$ cat config.mk
export PLATFORM = sky130hd
export DESIGN_NAME = alu_control
export DESIGN_NICKNAME = d
export VERILOG_FILES = /design/src/rtl/alu_control.sv
export SDC_FILE = /design/constraint.sdc
export NUM_CORES = 1
export LEC_CHECK = 0
export CAP_MARGIN = 20
export CORE_UTILIZATION = 31
export DETAILED_ROUTE_END_ITERATION = 6
export GPL_TIMING_DRIVEN = 0
export PLACE_DENSITY = 0.71
export SETUP_SLACK_MARGIN = 0.05
export SLEW_MARGIN = 40
export SYNTH_ARGS = -nofsm -noshare
export SYNTH_HDL_FRONTEND = slang
export SYNTH_SLANG_ARGS = --single-unit
$ cat constraint.sdc
create_clock -name clk -period 1.6 [get_ports clk]
set_input_delay 0.32 -clock clk [delete_from_list [all_inputs] [get_ports clk]]
set_output_delay 0.32 -clock clk [all_outputs]
set_load 0.02 [all_outputs]
$ cat src/rtl/alu_control.sv
// Purpose: RV32I main decoder + ALU decoder (lw, sw, R-type, I-type ALU, beq, jal).
// Latency: control outputs are registered, 1 cycle after op/funct sampling; PCSrc is combinational.
// Backpressure: none; a new decode is accepted every clock.
// Ports:
//   clk, reset           rising-edge clock, synchronous active-high reset
//   op, funct3, funct7   instruction fields instr[6:0], instr[14:12], instr[30]
//   zero                 live ALU zero flag for the executing instruction
//   PCSrc                (branch & zero) | jump
//   jump, branch         jal / beq in execution
//   ALUSrc               operand B from immediate
//   RegWrite, MemWrite   register file / data memory write enables
//   ImmSrc               00 I, 01 S, 10 B, 11 J
//   ALUControl           000 add, 001 sub, 010 and, 011 or, 101 slt
module alu_control (
   input  logic       clk,
   input  logic       reset,
   input  logic [6:0] op,
   input  logic [2:0] funct3,
   input  logic       funct7,
   input  logic       zero,
   output logic       PCSrc,
   output logic       jump,
   output logic       ALUSrc,
   output logic       RegWrite,
   output logic       MemWrite,
   output logic       branch,
   output logic [1:0] ImmSrc,
   output logic [2:0] ALUControl
);

   localparam logic [6:0] OP_LW   = 7'b0000011;
   localparam logic [6:0] OP_SW   = 7'b0100011;
   localparam logic [6:0] OP_R    = 7'b0110011;
   localparam logic [6:0] OP_IALU = 7'b0010011;
   localparam logic [6:0] OP_BEQ  = 7'b1100011;
   localparam logic [6:0] OP_JAL  = 7'b1101111;

   logic       dec_jump;
   logic       dec_alusrc;
   logic       dec_regwrite;
   logic       dec_memwrite;
   logic       dec_branch;
   logic [1:0] dec_immsrc;
   logic [1:0] dec_aluop;
   logic [2:0] dec_alucontrol;

   // Main decoder. Unknown opcodes fall through to the all-zero NOP decode.
   always_comb begin
      dec_jump     = 1'b0;
      dec_alusrc   = 1'b0;
      dec_regwrite = 1'b0;
      dec_memwrite = 1'b0;
      dec_branch   = 1'b0;
      dec_immsrc   = 2'b00;
      dec_aluop    = 2'b00;
      case (op)
         OP_LW: begin
            dec_regwrite = 1'b1;
            dec_alusrc   = 1'b1;
         end
         OP_SW: begin
            dec_immsrc   = 2'b01;
            dec_alusrc   = 1'b1;
            dec_memwrite = 1'b1;
         end
         OP_R: begin
            dec_regwrite = 1'b1;
            dec_aluop    = 2'b10;
         end
         OP_IALU: begin
            dec_regwrite = 1'b1;
            dec_alusrc   = 1'b1;
            dec_aluop    = 2'b10;
         end
         OP_BEQ: begin
            dec_immsrc   = 2'b10;
            dec_branch   = 1'b1;
            dec_aluop    = 2'b01;
         end
         OP_JAL: begin
            dec_regwrite = 1'b1;
            dec_immsrc   = 2'b11;
            dec_jump     = 1'b1;
         end
         default: ;
      endcase
   end

   // ALU decoder. For funct3=000 only the R-type form (op[5]=1) with
   // instr[30]=1 is a subtract; addi shares funct3 but must always add.
   always_comb begin
      dec_alucontrol = 3'b000;
      case (dec_aluop)
         2'b01: dec_alucontrol = 3'b001;
         2'b10: begin
            case (funct3)
               3'b000:  dec_alucontrol = (op[5] & funct7) ? 3'b001 : 3'b000;
               3'b010:  dec_alucontrol = 3'b101;
               3'b110:  dec_alucontrol = 3'b011;
               3'b111:  dec_alucontrol = 3'b010;
               default: dec_alucontrol = 3'b000;
            endcase
         end
         default: dec_alucontrol = 3'b000;
      endcase
   end

   always_ff @(posedge clk) begin
      if (reset) begin
         jump       <= 1'b0;
         ALUSrc     <= 1'b0;
         RegWrite   <= 1'b0;
         MemWrite   <= 1'b0;
         branch     <= 1'b0;
         ImmSrc     <= 2'b00;
         ALUControl <= 3'b000;
      end else begin
         jump       <= dec_jump;
         ALUSrc     <= dec_alusrc;
         RegWrite   <= dec_regwrite;
         MemWrite   <= dec_memwrite;
         branch     <= dec_branch;
         ImmSrc     <= dec_immsrc;
         ALUControl <= dec_alucontrol;
      end
   end

   // Uses the live zero flag so a taken beq redirects in the same cycle.
   assign PCSrc = (branch & zero) | jump;

endmodule

==> qor.txt <==
Fin worst setup slack: 0.09049 ns
Num CTS Buffers: 3
Pwr Density: 602.3 nW/um^2
Placed cell areas: 681.9 sq um
Die height: 38.99 um
Final cell utilization of the core: 66.24%
DR pass1 iterations: 4
Most frequent cells in the layout: 16 x clkdlybuf4s50_1, 10 x dfxtp_1, 6 x dlygate4sd2_1
Final net count: 90
MaxCap Viol Count: 0
Post-Route WL: 886 um
Critical Path Source Type: primary input
Pin count of the biggest net entering global routing: 8
Syn_area_per_cell: 10.35 sq um
H-tree levels: 1
Post-synth cell types: 24
Worst-path clk slew: 0.05 ns
RSZ-0062 raised after global routing: no
Largest cells by area after synthesis: dfxtp_1 47%, nand4bb_4 6.5%, ha_1 5.9%, nor2_1 3.5%, and3_1 2.9%
Antenna cells: 0
WHS: 0.4515 ns
GPL Wtd Cong: 0.8615
CP Max Fanout: 1
Mapped Nets: 57
Final cycle utilization of the critical path: 94.34%
Crit Path Category: primary input to primary output
Synth area leader: dfxtp_1
Fill cells: 112
Post-route DRC: 0
Worst path max stage delay: 0.45 ns
FF/Latch Area: 200.2 sq um
CP cell instances: clkdlybuf4s50_1, a21o_1, dlygate4sd2_1
Synth warn: 0
Final number of setup-violating endpoints: 0
Row Count: 12
Final slew viol count: 0
Post-layout min period: 1.510 ns
Via density: 4.744
Layout cells sized above 1: 26.39%
Area growth syn-to-layout: 85.25%
DIE AREA: 1520 sq um
IR Drop Worst-Case VDD: 0.2033 mV
Req. time, crit path: 1.28 ns
Sequential fraction of the synthesis area: 47.20%
Vias: 408
Fin area: 785.8 sq um
Overflow after GRT: 0
Area of the multi-input gates: 271.5 sq um
Synth top area share: 47.20%
Global-route wire length before repair: 1490 um
Slew headroom: 81.34%
TritonCTS clock tree: yes
CTS sink count: 10
I/O Buffers: 24
#FFs+latches synth: 10
Initial core utilization: 35.76%
Slowest CP cell: clkdlybuf4s50_1
Mapped Cells: 41
Lkg Pwr: 0.3196 nW
CTS root buffer: clkbuf_4
FMAX: 0.6625 GHz
Die Wd: 38.99 um
Overall Global Routing Usage: 14.75%
Core area: 1186 sq um
Antenna Nets Post-Route: 0
Commonest non-fill, non-tap cell in the layout: clkdlybuf4s50_1
Routed WL per cell: 10.30 um
Top-Level Pins: 25
Initial DRC count: 6
Synthesized cell area: 424.2 sq um
Status: completed
Vias in the first global route: 381
Post-place setup slack: -0.4835 ns
Critical Path AT: 1.19 ns
Setup TNS: 0 ns
Worst Setup End Kind: primary output
CTS Buffer Depth: 2
Fin. Hold Viols: 0
Slew @ Worst Pin: 0.2790 ns
Initial antenna violation count: 0
Post-DP HPWL: 634.8 um
HP Class: primary input to flop
==> cells in the mapped netlist <==
library cell  number
dfxtp_1           10
nor2_1             4
inv_1              3
a21oi_1            2
and3_1             2
ha_1               2
a211oi_1           1
a21o_1             1
a311oi_1           1
and2_1             1
and4b_1            1
nand2_1            1
nand2b_1           1
nand3_1            1
nand3b_1           1
nand4_1            1
nand4bb_4          1
nor2b_1            1
nor4_1             1
nor4b_1            1
o21ai_2            1
o22ai_1            1
or2_1              1
or4_4              1
==> final cells by class <==
type,count,share of cell area [%]
clock buffer,3,2.866
inverter,3,1.433
multi-input combinational,28,34.55
sequential,10,25.48
tap,14,2.229
timing repair buffer,28,33.44
==> flip-flops by register name (all words and copies together), names as in the netlist <==
register and cells:
ALUSrc 1, ALUControl 3, ImmSrc 2, RegWrite 1, branch 1, jump 1
MemWrite 1
==> what timing repair did <==
action,CTS,global route
pin swaps,6,5
gates resized for setup,16,6
buffers inserted,3,1
endpoints found under the setup margin,3,2
hold buffers,0,0
==> power by group <==
part	switching, mW	total [mW]	internal, mW	leakage [nW]
clock	0.0686	0.154	0.0859	0.0138
sequential	0.000276	0.250	0.250	0.0806
combinational	0.0285	0.0683	0.0398	0.225
==> kinds of logic (layout without fill, tap and decap cells) <==
family	Yosys count	count (layout)	share of synthesized area [%]
buffers and inverters	3	34	2.655
adders and majority gates	2	2	5.899
DFF	10	10	47.20
and+or+nand+nor	19	19	32.75
AOI/OAI and AO/OA	7	7	11.51
==> critical path, delay by kind of cell <==
family                 cells  cell delay, ns
buffers and inverters      2            0.77
AO/OA/AOI/OAI              1            0.10
==> stage by stage <==
step	instances	power [mW]
final	86	0.4733
after global routing	86	0.4995
after CTS	85	0.4755
after detailed placement	79	0.3170
after global placement	79	0.3166
after floorplan	41	0.2730
==> path summary, 6_finish.rpt <==
| path | startpoint | endpoint | cells after the start |
|---|---|---|---|
| worst max-delay path | zero | PCSrc | 3 |
| worst min-delay path | op[5] | ALUSrc | 2 |
==> per-layer routing <==
layer	global-route usage, %	share of wire (%)	routed length, um	vias to the layer above
met5	0	0	0	-
met2	22.08	50	445	10
li1	-	-	-	212
met1	18.25	47	415	186
met3	1.734	2.8	25	0
met4	12.93	0	0	0
(Power assumes the default switching activity.)
